File: src/rtl/alu_muldiv_seq.sv
// Iterative multiply/divide unit for the execute stage.
// MULTU/MULT use shift-add on a 2*WIDTH accumulator; DIVU/DIV use restoring
// division, one result bit per cycle. Signed operations run on magnitudes, and a
// single SIGN cycle applies the result signs. hi/lo are registered and hold their
// value until the next operation completes.
module alu_muldiv_seq #(
    parameter int WIDTH = 32,
    parameter int CNT_W = 6
) (
    input  logic             clk,
    input  logic             rst_n,
    input  logic             start,
    input  logic [1:0]       md_op,
    input  logic [WIDTH-1:0] rs_content,
    input  logic [WIDTH-1:0] rt_content,
    input  logic             kill,
    output logic             busy,
    output logic             done,
    output logic             div_zero,
    output logic [WIDTH-1:0] hi,
    output logic [WIDTH-1:0] lo
);

    typedef enum logic [1:0] {
        ST_IDLE = 2'd0,
        ST_RUN  = 2'd1,
        ST_SIGN = 2'd2,
        ST_DONE = 2'd3
    } state_t;

    state_t state_reg, state_next;

    // Operation context captured when a request is accepted
    logic [CNT_W-1:0] count_reg;
    logic             is_div_reg;
    logic             neg_q_reg;      // product / quotient must be negated
    logic             neg_r_reg;      // remainder must be negated (dividend was negative)
    logic             dz_reg;         // current op is a divide by zero
    logic [WIDTH-1:0] opb_reg;        // multiplicand or divisor magnitude

    // Working accumulator: {acc_hi, acc_lo} is the 2W product, or remainder/quotient
    logic [WIDTH-1:0] acc_hi_reg;
    logic [WIDTH-1:0] acc_lo_reg;

    logic [WIDTH-1:0] hi_reg, lo_reg;
    logic             busy_reg, done_reg, div_zero_reg;

    // Request decode
    logic             idle_like;
    logic             accept;
    logic             op_div, op_signed;
    logic             rs_neg, rt_neg;
    logic             rt_zero;
    logic [WIDTH-1:0] abs_rs, abs_rt;
    logic             last_iter;

    assign idle_like = (state_reg == ST_IDLE) || (state_reg == ST_DONE);
    assign accept    = idle_like && start;
    assign op_div    = md_op[1];
    assign op_signed = md_op[0];
    assign rs_neg    = op_signed && rs_content[WIDTH-1];
    assign rt_neg    = op_signed && rt_content[WIDTH-1];
    assign rt_zero   = (rt_content == '0);
    // Negating MIN yields MIN again, which is the correct unsigned magnitude
    assign abs_rs    = rs_neg ? -rs_content : rs_content;
    assign abs_rt    = rt_neg ? -rt_content : rt_content;
    assign last_iter = (count_reg == CNT_W'(WIDTH - 1));

    // Multiply step: add the multiplicand when the low multiplier bit is set, then shift right
    logic [WIDTH-1:0] addend;
    logic [WIDTH:0]   mul_sum;
    logic [WIDTH-1:0] mul_hi_next, mul_lo_next;

    genvar gi;
    generate
        for (gi = 0; gi < WIDTH; gi++) begin : g_addend
            assign addend[gi] = opb_reg[gi] & acc_lo_reg[0];
        end
    endgenerate

    assign mul_sum     = {1'b0, acc_hi_reg} + {1'b0, addend};
    assign mul_hi_next = mul_sum[WIDTH:1];
    assign mul_lo_next = {mul_sum[0], acc_lo_reg[WIDTH-1:1]};

    // Divide step: shift the next dividend bit into the remainder and try to subtract
    logic [WIDTH:0]   div_shift;
    logic [WIDTH:0]   div_trial;
    logic             div_fits;
    logic [WIDTH-1:0] div_hi_next, div_lo_next;

    assign div_shift   = {acc_hi_reg, acc_lo_reg[WIDTH-1]};
    assign div_trial   = div_shift - {1'b0, opb_reg};
    assign div_fits    = ~div_trial[WIDTH];
    assign div_hi_next = div_fits ? div_trial[WIDTH-1:0] : div_shift[WIDTH-1:0];
    assign div_lo_next = {acc_lo_reg[WIDTH-2:0], div_fits};

    // Sign fix-up applied in the SIGN cycle; divide-by-zero clears both flags so the raw
    // accumulator contents pass straight through
    logic [2*WIDTH-1:0] prod_raw, prod_fix;
    logic [WIDTH-1:0]   quo_fix, rem_fix;
    logic [WIDTH-1:0]   res_hi, res_lo;

    assign prod_raw = {acc_hi_reg, acc_lo_reg};
    assign prod_fix = neg_q_reg ? -prod_raw : prod_raw;
    assign quo_fix  = neg_q_reg ? -acc_lo_reg : acc_lo_reg;
    assign rem_fix  = neg_r_reg ? -acc_hi_reg : acc_hi_reg;
    assign res_hi   = is_div_reg ? rem_fix : prod_fix[2*WIDTH-1:WIDTH];
    assign res_lo   = is_div_reg ? quo_fix : prod_fix[WIDTH-1:0];

    // State register
    always_ff @(posedge clk or negedge rst_n) begin
        if (!rst_n) begin
            state_reg <= ST_IDLE;
        end else begin
            state_reg <= state_next;
        end
    end

    // Next-state logic: kill aborts only while an op is in flight
    always_comb begin
        state_next = state_reg;
        case (state_reg)
            ST_IDLE, ST_DONE: begin
                if (start) begin
                    state_next = (op_div && rt_zero) ? ST_SIGN : ST_RUN;
                end else begin
                    state_next = ST_IDLE;
                end
            end
            ST_RUN: begin
                if (kill) begin
                    state_next = ST_IDLE;
                end else if (last_iter) begin
                    state_next = ST_SIGN;
                end
            end
            ST_SIGN: begin
                state_next = kill ? ST_IDLE : ST_DONE;
            end
            default: state_next = ST_IDLE;
        endcase
    end

    // Datapath: capture on accept, iterate in RUN, commit results when leaving SIGN
    always_ff @(posedge clk or negedge rst_n) begin
        if (!rst_n) begin
            count_reg    <= '0;
            is_div_reg   <= 1'b0;
            neg_q_reg    <= 1'b0;
            neg_r_reg    <= 1'b0;
            dz_reg       <= 1'b0;
            opb_reg      <= '0;
            acc_hi_reg   <= '0;
            acc_lo_reg   <= '0;
            hi_reg       <= '0;
            lo_reg       <= '0;
            div_zero_reg <= 1'b0;
        end else begin
            case (state_reg)
                ST_IDLE, ST_DONE: begin
                    if (accept) begin
                        count_reg    <= '0;
                        is_div_reg   <= op_div;
                        div_zero_reg <= 1'b0;
                        if (op_div && rt_zero) begin
                            dz_reg     <= 1'b1;
                            neg_q_reg  <= 1'b0;
                            neg_r_reg  <= 1'b0;
                            opb_reg    <= rt_content;
                            acc_hi_reg <= rs_content;
                            acc_lo_reg <= '1;
                        end else begin
                            dz_reg     <= 1'b0;
                            neg_q_reg  <= rs_neg ^ rt_neg;
                            neg_r_reg  <= rs_neg;
                            opb_reg    <= op_div ? abs_rt : abs_rs;
                            acc_hi_reg <= '0;
                            acc_lo_reg <= op_div ? abs_rs : abs_rt;
                        end
                    end
                end
                ST_RUN: begin
                    if (!kill) begin
                        count_reg <= count_reg + 1'b1;
                        if (is_div_reg) begin
                            acc_hi_reg <= div_hi_next;
                            acc_lo_reg <= div_lo_next;
                        end else begin
                            acc_hi_reg <= mul_hi_next;
                            acc_lo_reg <= mul_lo_next;
                        end
                    end
                end
                ST_SIGN: begin
                    if (!kill) begin
                        hi_reg       <= res_hi;
                        lo_reg       <= res_lo;
                        div_zero_reg <= dz_reg;
                    end
                end
                default: begin
                    count_reg <= count_reg;
                end
            endcase
        end
    end

    // Status flags registered from the upcoming state so they line up with it
    always_ff @(posedge clk or negedge rst_n) begin
        if (!rst_n) begin
            busy_reg <= 1'b0;
            done_reg <= 1'b0;
        end else begin
            busy_reg <= (state_next == ST_RUN) || (state_next == ST_SIGN);
            done_reg <= (state_next == ST_DONE);
        end
    end

    assign busy     = busy_reg;
    assign done     = done_reg;
    assign div_zero = div_zero_reg;
    assign hi       = hi_reg;
    assign lo       = lo_reg;

endmodule

File: config.mk
export PLATFORM = sky130hd
export DESIGN_NAME = alu_muldiv_seq
export DESIGN_NICKNAME = d
export VERILOG_FILES = /design/src/rtl/alu_muldiv_seq.sv
export SDC_FILE = /design/constraint.sdc
export NUM_CORES = 1
export LEC_CHECK = 0
export ABC_CLOCK_PERIOD_IN_PS = 6500
export BUFFER_PORTS_ARGS = -buffer_cell sky130_fd_sc_hd__buf_2
export CAP_MARGIN = 0
export CORE_MARGIN = 3
export CORE_UTILIZATION = 50
export CTS_CLUSTER_SIZE = 28
export DETAILED_ROUTE_END_ITERATION = 6
export PLACE_DENSITY_LB_ADDON = 0.25
export REMOVE_ABC_BUFFERS = 1
export SETUP_SLACK_MARGIN = 0.3
export SYNTH_ARGS = -nofsm -noshare
export SYNTH_HDL_FRONTEND = slang
export SYNTH_SLANG_ARGS = --single-unit
export TNS_END_PERCENT = 30
File: constraint.sdc
create_clock -name clk -period 6.5 [get_ports clk]
set_clock_uncertainty 0.2 [all_clocks]
set_input_delay 0.325 -clock clk [delete_from_list [all_inputs] [get_ports clk]]
set_output_delay 0.325 -clock clk [all_outputs]
set_load 0.005 [all_outputs]
==> results of run 1 <==
==> tightest hold or removal path, stage by stage <==
cell	delay, ns
buf_2	0.16
nand3_1	0.09
o221ai_1	0.08
==> final timing paths <==
path,end,cells after the start,from
worst min register to register,lo[3],2,lo[3]
max in group asynchronous,opb_reg[3],3,rst_n
worst max-delay path,acc_hi_reg[8],13,acc_hi_reg[4]
worst max register to register,acc_hi_reg[8],13,acc_hi_reg[4]
min in group asynchronous,hi[0],2,rst_n
worst min-delay path,acc_hi_reg[1],3,rs_content[1]
==> metrics by stage <==
step	util	cells	area [µm²]
2_1_floorplan	-	1851	14500
3_3_place_gp	0.546	2387	15900
3_5_place_dp	0.546	2387	15900
4_1_cts	0.568	2423	16500
5_1_grt	0.568	2423	16500
6_report	0.568	2423	16500
==> cell type report <==
| cell class | count | area [µm²] |
|---|---|---|
| fill | 2755 | 12600 |
| sequential | 175 | 4380 |
| clock buffer | 18 | 429 |
| inverter | 63 | 236 |
| multi-input combinational | 1613 | 9970 |
| tap | 384 | 480 |
| timing repair buffer | 156 | 850 |
| clock inverter | 14 | 168 |
==> cells in the final DEF, fill, tap and decap left out, types with 10 or more instances in the layout <==
cell	Yosys	routed
nand2_1	290	289
o21ai_0	209	209
a21oi_1	200	199
nor2_1	184	184
dfrtp_1	175	174
buf_2	6	135
xor2_1	105	104
ha_1	72	71
xnor2_1	64	64
inv_1	61	61
a21o_1	49	48
mux2i_1	41	41
nor3_1	39	38
o31ai_1	31	31
nand3_1	23	23
a221oi_1	23	23
o211ai_1	20	20
nand4_1	18	18
clkbuf_16	0	17
nor4_1	16	16
or3_1	16	16
a31oi_1	16	16
buf_4	0	16
a211oi_1	15	15
nand2b_1	13	12
or4_1	12	12
and2_1	11	11
and3_1	10	10
==> metal layers <==
layer / wire length [µm] / part of all wire
met2: 23200 / 0.45
met1: 21800 / 0.42
met4: 1980 / 0.039
met5: 0 / 0
met3: 4440 / 0.086
==> logic make-up (layout without fill, tap and decap cells) <==
family                     Yosys count  in the layout  synth area share
muxes                               43             43            0.0289
and+or+nand+nor                    668            668             0.202
adders and majority gates           74             74            0.0628
xor gates and xnor gates           169            169            0.0987
buffers and inverters              186            251            0.0473
DFF                                175            175             0.292
AOI/OAI and AO/OA                  659            659             0.268
==> power groups by stage <==
stage          clock [mW]  combinational (mW)  sequential (mW)
3_5_place_dp            0                6.13             2.20
3_3_place_gp            0                6.09             2.17
6_report             1.07                6.27             2.20
4_1_cts              1.08                6.17             2.18
5_1_grt              1.12                6.91             2.26
2_1_floorplan           0                4.29             2.08
==> metrics.md, run 1 <==
| Metric | Value |
|---|---|
| Period Utilization, post-route | `0.749` |
| Die height | `179 µm` |
| Number of global-route vias before repair | `13987` |
| Final wirelength | `51400 µm` |
| Setup TNS | `0 ns` |
| H-tree Lvls | `4` |
| Synth-to-Final Area Change | `10.1%` |
| Share of layout cells above drive strength 1 | `0.105` |
| Synth Instances | `1974` |
| Worst-Skew Late Latency | `0.46 ns` |
| Die X | `179 µm` |
| Aggregate global-route resource usage | `0.320` |
| Critical path's slowest cell | `xor2_4` |
| Clock power frac | `0.112` |
| Power consumption | `9.54 mW` |
| Register area share after synthesis | `0.292` |
| Max-slew headroom | `0.244` |
| Max Clock Freq | `205 MHz` |
| DR WL/cell | `21.2 µm` |
| Switch Pwr | `5.13 mW` |
| Ys flop type | `dfrtp_1` |
| Clock Path Buffers | `2` |
| Total gr overflow | `0` |
| Synth area leader | `dfrtp_1` |
| Cell internal pwr | `4.41 mW` |
| Met2 Use GR | `0.507` |
| Gpl congestion | `0.976` |
| Power Dens Cells | `578 nW/µm²` |
| Detailed-route vias per instance | `6.29` |
| Antenna fix cells | `0` |
| Top delay family on crit path | `compound AO/OA/AOI/OAI gates` |
| Global-route wire length before repair | `79300 µm` |
| FP Rows | `62` |
| FFs w/ async S/R, synth | `1.00` |
| Yosys cell types | `76` |
| Syn Area/Cell | `7.59 µm²` |
| Die Area | `32100 µm²` |
| Port-buffer cells | `136` |
| Fin crit period | `4.87 ns` |
| DR vias | `15247` |
| Critical Path Fanout Max | `28` |
| M1 GR Usage | `0.434` |
| Required time worst endpoint | `6.65 ns` |
| Violation count after the first detailed-route iteration | `1646` |
| Nets | `2170` |
| VDD IR max | `427 µV` |
| Crit path buffers/inverters | `1` |
| Post-route ant nets | `0` |
| FF+latch count, synth | `175` |
| CP Capture Type | `register` |
| Hold Buf Count CTS | `4` |
| Yosys warning total | `0` |
| Pin count of the biggest net entering global routing | `114` |
| Gr busiest metal | `met2` |
| I/O pin cnt | `137` |
| Crit path DAT | `5.02 ns` |
| Clock root buffer | `clkbuf_16` |
| Most frequent cells after synthesis | `nand2_1 (290), o21ai_0 (209), a21oi_1 (200), nor2_1 (184), dfrtp_1 (175)` |
| Post-DP HPWL | `38500 µm` |
| Worst slack, placed | `1.73 ns` |
| DRC | `0` |
| Setup violators final | `0` |
| Worst-path cell chain | `ha_1, a21o_1, or3_1, o21ai_0, o211a_1, o21ai_0, a21boi_0, xor2_4, buf_4, nand2_1, o211ai_1, o21ai_0, a221oi_1` |
| Clock transition at path regs | `0.08 ns` |
| Switching Share | `0.537` |
| PostCTS Resize Cnt | `0` |
| Synth top area cells | `dfrtp_1 (29%), nand2_1 (7.3%), o21ai_0 (7.0%)` |
| M3 GR Usage | `0.0587` |
| CORE AREA | `29100 µm²` |
| Leak pwr | `7.53 nW` |
| Seq pwr share | `0.230` |
| CTS tree | `yes` |
| Critical path class | `reg -> reg` |
| Share of the synthesized area in the top cell type | `0.292` |
| Post-synth EDFFs | `0` |
| R2R Setup Slk | `1.63 ns` |
| Max Cap Violations | `0` |
| PnR worst setup slack | `1.63 ns` |
| Antenna violations before repair | `0` |
| Worst hold slack | `0.0331 ns` |
| Logic gate share of total power | `0.657` |
| Num CTS Buffers | `17` |
| Synthesized area | `15000 µm²` |
| Post-CTS Setup Bufs | `0` |
| Critical Path Start Type | `register` |
| Most common cell in the netlist | `nand2_1` |
| Initial core utilization | `0.515` |
| Outcome | `finished, final reports clean` |
| Slew @ Worst Pin | `1.13 ns` |
| RSZ-0062 raised after global routing | `false` |
| First-pass detailed-route iteration total | `6` |
| Hold Crit Class | `in -> reg` |
| Clock net sink count | `175` |
| CP dominant cell by count | `o21ai_0` |
| Worst path max stage delay | `0.69 ns` |
| Final Hold Vio Count | `0` |
| Final Slew Violations | `0` |
Power figures use the tool's default switching activity.
==> inputs of run 2 (changes only) <==
--- a/config.mk
+++ b/config.mk
@@ -5,7 +5,7 @@
 export SDC_FILE = /design/constraint.sdc
 export NUM_CORES = 1
 export LEC_CHECK = 0
-export ABC_CLOCK_PERIOD_IN_PS = 6500
+export ABC_CLOCK_PERIOD_IN_PS = 4400
 export BUFFER_PORTS_ARGS = -buffer_cell sky130_fd_sc_hd__buf_2
 export CAP_MARGIN = 0
 export CORE_MARGIN = 3
==> constraint.sdc (replaced) <==
create_clock -name clk -period 4.4 [get_ports clk]
set_clock_uncertainty 0.2 [all_clocks]
set_input_delay 0.22 -clock clk [delete_from_list [all_inputs] [get_ports clk]]
set_output_delay 0.22 -clock clk [all_outputs]
set_load 0.005 [all_outputs]
==> metrics.md, run 2 (synthesized netlist as in run 1, its figures left out) <==
| Metric | Value |
|---|---|
| Clock power frac | `0.112 (about the same)` |
| Placed cell count | `2440 (+2.2%)` |
| Clock Path Buffers | `2 (unchanged)` |
| Cell internal pwr | `6.91 mW (+56%)` |
| Share of layout cells above drive strength 1 | `0.129 (+0.0240)` |
| Num CTS Buffers | `17 (unchanged)` |
| VDD IR max | `481 µV (+13%)` |
| Synth-to-Final Area Change | `14.7%` |
| Critical Path Fanout Max | `38 (+36%)` |
| Final Non-Filler Cells | `2501 (+3.2%)` |
| Worst hold slack | `0.0168 ns (-0.0163 ns)` |
| Aggregate global-route resource usage | `0.321 (+0.000992)` |
| CTS tree | `yes` |
| H-tree Lvls | `4 (unchanged)` |
| Detailed-route vias per instance | `6.19 (-1.6%)` |
| DR vias | `15487 (+1.6%)` |
| Hold Crit Class | `in -> reg` |
| Critical path class | `reg -> reg` |
| Max-slew headroom | `0.173 (-0.0708)` |
| Number of global-route vias before repair | `14480 (+3.5%)` |
| Required time worst endpoint | `4.53 ns (-2.12 ns)` |
| Gr busiest metal | `met2` |
| Max Cap Violations | `0 (unchanged)` |
| Post-route ant nets | `0 (unchanged)` |
| Switch Pwr | `7.46 mW (+45%)` |
| Power Dens Cells | `835 nW/µm² (+45%)` |
| CORE AREA | `29100 µm² (unchanged)` |
| Die X | `179 µm (unchanged)` |
| Worst-Skew Late Latency | `0.46 ns (about the same)` |
| Critical path's slowest cell | `dfrtp_1` |
| Slew @ Worst Pin | `1.23 ns (+0.100 ns)` |
| Clock root buffer | `clkbuf_16` |
| Setup violators final | `0 (unchanged)` |
| DRC | `0 (unchanged)` |
| Most frequent cells in the layout | `nand2_1 (289), o21ai_0 (208), a21oi_1 (197), nor2_1 (184), dfrtp_1 (174)` |
| Initial core utilization | `0.515 (unchanged)` |
| Gpl congestion | `0.994 (+1.8%)` |
| Worst-path cell chain | `ha_1, a21oi_2, o21ai_0, a211o_1, a221oi_1, o21ai_1, a21boi_1, xor2_4, buf_12, buf_4, a2111oi_0, and3_1, a211oi_1` |
| First-pass detailed-route iteration total | `6 (unchanged)` |
| Final wirelength | `51400 µm (about the same)` |
| Period Utilization, post-route | `0.905 (+0.156)` |
| Final Hold Vio Count | `0 (unchanged)` |
| Placed cell area | `16300 µm² (+2.6%)` |
| Worst r2r src | `acc_hi_reg[18]` |
| Critical Path Start | `acc_hi_reg[18]` |
| Most common cell after layout, fill and taps aside | `nand2_1` |
| Clock net sink count | `175 (unchanged)` |
| Total gr overflow | `0 (unchanged)` |
| DR WL/cell | `20.5 µm (-3.2%)` |
| Antenna violations before repair | `1 (+1)` |
| I/O pin cnt | `137 (unchanged)` |
| Clock transition at path regs | `0.08 ns (about the same)` |
| Global-route wire length before repair | `80000 µm (+0.91%)` |
| Switching Share | `0.519 (-0.0183)` |
| Pin count of the biggest net entering global routing | `123 (+7.9%)` |
| Die height | `179 µm (unchanged)` |
| FP Rows | `62 (unchanged)` |
| Crit path DAT | `4.11 ns (-0.91 ns)` |
| Max Clock Freq | `251 MHz (+22%)` |
| M1 GR Usage | `0.433 (-0.000538)` |
| Nets | `2247 (+3.5%)` |
| M3 GR Usage | `0.0582 (-0.000424)` |
| Outcome | `finished, final reports clean` |
| RSZ-0062 raised after global routing | `true` |
| Violation count after the first detailed-route iteration | `1760 (+6.9%)` |
| Worst path max stage delay | `0.50 ns (-0.19 ns)` |
| Fin crit period | `3.98 ns (-0.887 ns)` |
| Post-DP HPWL | `38800 µm (+0.77%)` |
| CP Capture Type | `register` |
| Met2 Use GR | `0.511 (+0.00412)` |
| Logic gate share of total power | `0.677 (+0.020)` |
| Final Cell Area | `17200 µm² (+4.1%)` |
| Worst Min Path Start | `rs_content[31]` |
| Critical Path Start Type | `register` |
| Final Slew Violations | `0 (unchanged)` |
| Port-buffer cells | `136 (unchanged)` |
| Die Area | `32100 µm² (unchanged)` |
| Leak pwr | `7.90 nW (+5.0%)` |
| Seq pwr share | `0.211 (-0.019)` |
## run 2: changes by cell type in the layout (fill, tap and decap cells not counted), sizes merged
cell         before  now
clkinvlp          0    1
buf             151  204
dlygate4sd3       4   28
diode             0    1
clkinv           10    9
bufinv            0    2
inv              67   65
## run 2: worst max-delay path: cells and delay by family (launching register included)
kind                     cells  cell delay (ns)
adder cells (fa/ha/maj)      1             0.43
AO/OA/AOI/OAI                8             2.00
AND/OR/NAND/NOR              1             0.21
flip-flops                   1             0.50
buffers and inverters        2             0.39
XOR/XNOR                     1             0.12
## run 2: final cells by class
cell class,instances,area (µm²)
antenna,1,2.50
clock buffer,18,439
clock inverter,14,159
fill,2743,11900
inverter,63,236
multi-input combinational,1613,9980
sequential,175,4380
tap,384,480
timing repair buffer,233,1510
## run 2: path summary, 6_finish.rpt
check,slack [ns],to,depth (start not counted)
worst min register to register,0.27,lo[2],2
worst max-delay path,0.42,acc_hi_reg[31],13
min in group asynchronous,0.26,hi[1],2
max in group asynchronous,2.79,acc_hi_reg[24],3
worst min-delay path,0.02,opb_reg[31],3
worst max register to register,0.42,acc_hi_reg[31],13
## run 2: timing repair
| action | 4_1_cts | 5_1_grt |
|---|---|---|
| buffers inserted | 0 | 0 |
| hold buffers | 27 | 1 |
| endpoints found under the setup margin | 2 | 30 |
| endpoints found under the hold margin | 146 | 1 |
| resized for setup | 1 | 6 |
## run 2: metal layers
metal  up-vias  part of all wire
met3       109             0.082
met2       718              0.45
met4         0             0.036
li1       7318                 -
met5         -                 0
met1      7342              0.43
## run 2: through the flow
| stage | util | TNS, ns | setup slack [ns] | total power, mW |
|---|---|---|---|---|
| floorplan | - | -27.60 | -0.935 | 9.34 |
| global placement | 0.560 | 0 | 0.356 | 12.4 |
| detailed placement | 0.560 | 0 | 0.269 | 12.5 |
| CTS | 0.590 | 0 | 0.334 | 14.2 |
| global route | 0.591 | 0 | 0.229 | 15.5 |
| finish | 0.591 | 0 | 0.420 | 14.4 |
## run 2: power by group through the flow
stage               Clock (mW)  Combinational [mW]  Sequential (mW)
floorplan                    0                6.27             3.06
global placement             0                9.35             3.02
detailed placement           0                9.45             3.05
CTS                       1.63                9.54             3.02
global route              1.69                10.7             3.13
finish                    1.61                9.72             3.03
==> inputs of run 3 (changes only) <==
--- a/config.mk
+++ b/config.mk
@@ -5,6 +5,7 @@
 export SDC_FILE = /design/constraint.sdc
 export NUM_CORES = 1
 export LEC_CHECK = 0
+export ABC_AREA = 1
 export ABC_CLOCK_PERIOD_IN_PS = 4400
 export BUFFER_PORTS_ARGS = -buffer_cell sky130_fd_sc_hd__buf_2
 export CAP_MARGIN = 0
==> metrics.md, run 3 <==
| Metric | Value |
|---|---|
| VDD IR max | `302 µV (-37%)` |
| FFs w/ async S/R, synth | `1.00 (unchanged)` |
| Antenna fix cells | `0 (-1)` |
| RSZ-0062 raised after global routing | `false` |
| Pin count of the biggest net entering global routing | `96 (-22%)` |
| Global-route wire length before repair | `120000 µm (+50%)` |
| Clock root buffer | `clkbuf_16` |
| Final Hold Vio Count | `0 (unchanged)` |
| First-pass detailed-route iteration total | `6 (unchanged)` |
| Worst-path cell chain | `dlygate4sd3_1, buf_2, inv_1, ha_1, nand4_1, nor2_1, nand3_1, nor2_1, nand2_2, buf_4, inv_4, nor2_2, buf_4, inv_1, o31ai_1, dlygate4sd3_1` |
| CP Capture Type | `register` |
| Post-DP HPWL | `60800 µm (+57%)` |
| Clock net sink count | `175 (unchanged)` |
| Critical path class | `in -> reg` |
| Critical Path Fanout Max | `34 (-11%)` |
| Antenna violations before repair | `1 (unchanged)` |
| Filler Cell Count | `3960 (+44%)` |
| Num CTS Buffers | `17 (unchanged)` |
| FF+latch count, synth | `175 (unchanged)` |
| Worst path max stage delay | `0.56 ns (+0.06 ns)` |
| CORE AREA | `37700 µm² (+29%)` |
| Most frequent cells after synthesis | `nand2_1 (1208), inv_1 (471), nor2_1 (353), nand3_1 (267), o21ai_0 (197)` |
| Max-slew headroom | `0.286 (+0.113)` |
| Syn Area/Cell | `5.68 µm² (-25%)` |
| Total gr overflow | `0 (unchanged)` |
| Share of layout cells above drive strength 1 | `0.0747 (-0.0548)` |
| Synthesized area | `19100 µm² (+28%)` |
| Die height | `202 µm (+13%)` |
| Clock Path Buffers | `2 (unchanged)` |
| Power Dens Cells | `435 nW/µm² (-48%)` |
| Register area share after synthesis | `0.229 (-0.0633)` |
| Critical path's slowest cell | `dlygate4sd3_1` |
| Die X | `202 µm (+13%)` |
| Hold Crit Class | `in -> reg` |
| Violation count after the first detailed-route iteration | `2931 (+67%)` |
| Die Area | `40700 µm² (+27%)` |
| Max Cap Violations | `0 (unchanged)` |
| Nets | `3599 (+60%)` |
| Worst-Skew Late Latency | `0.46 ns (about the same)` |
| Most common cell after layout, fill and taps aside | `nand2_1` |
| FP Rows | `71 (+15%)` |
| Detailed-route vias per instance | `5.69 (-8.1%)` |
| Final Slew Violations | `0 (unchanged)` |
| Most frequent cells in the layout | `nand2_1 (1207), inv_1 (470), nor2_1 (353), nand3_1 (267), o21ai_0 (197)` |
| Leak pwr | `11.7 nW (+49%)` |
| DR WL/cell | `19.5 µm (-5.2%)` |
| Synth top area cells | `nand2_1 (24%), dfrtp_1 (23%), inv_1 (9.2%)` |
| CTS tree | `yes` |
| Yosys warning total | `0 (unchanged)` |
| Crit path DAT | `3.94 ns (-0.17 ns)` |
| Clock transition at path regs | `0.07 ns (about the same)` |
| Post-CTS Setup Bufs | `0 (unchanged)` |
| Hold Path Stages | `5 (+2)` |
| Gpl congestion | `1.07 (+7.3%)` |
| Initial core utilization | `0.508 (-0.00712)` |
| Ys flop type | `dfrtp_1` |
| Synth-to-Final Area Change | `9.66%` |
| DR vias | `22653 (+46%)` |
| H-tree Lvls | `4 (unchanged)` |
| Synth Instances | `3369 (+71%)` |
| Most common cell in the netlist | `nand2_1` |
| Post-synth EDFFs | `0 (unchanged)` |
| Period Utilization, post-route | `0.863 (-0.0411)` |
| I/O pin cnt | `137 (unchanged)` |
| Final wirelength | `77500 µm (+51%)` |
| Yosys cell types | `51 (-33%)` |
| Share of the synthesized area in the top cell type | `0.237 (-0.0552)` |
| Aggregate global-route resource usage | `0.376 (+0.0549)` |
| Post-route ant nets | `0 (unchanged)` |
| Port-buffer cells | `136 (unchanged)` |
| Fin crit period | `3.80 ns (-0.181 ns)` |
| DRC | `0 (unchanged)` |
| Number of global-route vias before repair | `21131 (+46%)` |
| Worst reg2reg path depth | `14 (+1)` |
| Max Clock Freq | `263 MHz (+4.8%)` |
| Setup violators final | `0 (unchanged)` |
| Post-layout util | `0.557 (-0.0338)` |
| Synth area leader | `nand2_1` |
| Required time worst endpoint | `4.54 ns (about the same)` |
| Critical Path Start Type | `input pin` |
| Setup TNS | `0 ns (unchanged)` |
| Slew @ Worst Pin | `1.07 ns (-0.165 ns)` |
| Outcome | `finished, final reports clean` |
run 3: cell count changes in the layout (fill, tap and decap cells not counted), sizes merged, moves of 36 or more:
cell and delta:
mux2i -36, inv +425, nand2 +933, xnor2 -46, a21o -46, nor2 +179
buf -36, nand3 +248
run 3: cells by family (layout without fill, tap and decap cells):
family | after synthesis | after routing | synth area share
AND/OR/NAND/NOR | 1957 | 1957 | 0.422
buffers and inverters | 607 | 706 | 0.124
AO/OA/AOI/OAI | 447 | 447 | 0.125
flip-flops | 175 | 175 | 0.229
XOR/XNOR | 104 | 104 | 0.0476
adder cells (fa/ha/maj) | 74 | 74 | 0.0492
multiplexers | 5 | 5 | 0.00261
run 3: layout make-up:
cell class,instances,area (µm²),share of cell area
clock buffer,18,439,0.0209
clock inverter,14,168,0.00799
inverter,486,1830,0.0870
multi-input combinational,2587,12400,0.590
sequential,175,4380,0.209
tap,511,639,0.0305
timing repair buffer,188,1140,0.0543
run 3: per-stage QoR:
step	std cells	setup WS, ns	total power, mW	hold slack, ns	area, µm²
2_1_floorplan	3248	-3.08	5.56	-0.276	18600
3_3_place_gp	3927	0.807	7.21	0.0840	20200
3_5_place_dp	3927	0.674	7.26	0.0975	20200
4_1_cts	3979	0.668	8.92	0.00695	21000
5_1_grt	3979	0.521	9.74	0.0634	21000
6_report	3979	0.601	9.13	0.0318	21000
run 3: power breakdown:
part	switching (mW)	internal, mW	total, mW
registers	0.507	1.82	2.33
clock network	0.802	0.829	1.63
logic	3.60	1.57	5.17
run 3: timing repair:
action,CTS,global route
endpoints found under the hold margin,88,0
endpoints found under the setup margin,0,1
resized for setup,0,1
hold buffers,20,0
run 3: final timing paths:
kind | start | endpoint | slack (ns)
hold / removal | rs_content[25] | acc_hi_reg[25] | 0.03
max in group asynchronous | rst_n | is_div_reg | 2.75
setup reg to reg | acc_hi_reg[27] | acc_hi_reg[26] | 0.67
setup / recovery | rt_content[0] | opb_reg[31] | 0.60
hold reg to reg | hi[28] | hi[28] | 0.28
min in group asynchronous | rst_n | hi[30] | 0.16
run 3: metal layers:
| metal | part of all wire | vias to the layer above | global-route usage |
|---|---|---|---|
| li1 | - | 10791 | - |
| met1 | 0.42 | 10388 | 0.526 |
| met2 | 0.42 | 1283 | 0.560 |
| met3 | 0.11 | 191 | 0.0660 |
| met4 | 0.057 | 0 | 0.185 |
| met5 | 0 | - | 0 |
run 3: worst max-delay path, delay by kind of cell:
family	cells	cell delay, ns
buffers and inverters	8	2.50
AND/OR/NAND/NOR	6	0.80
adder cells (fa/ha/maj)	1	0.23
AO/OA/AOI/OAI	1	0.13
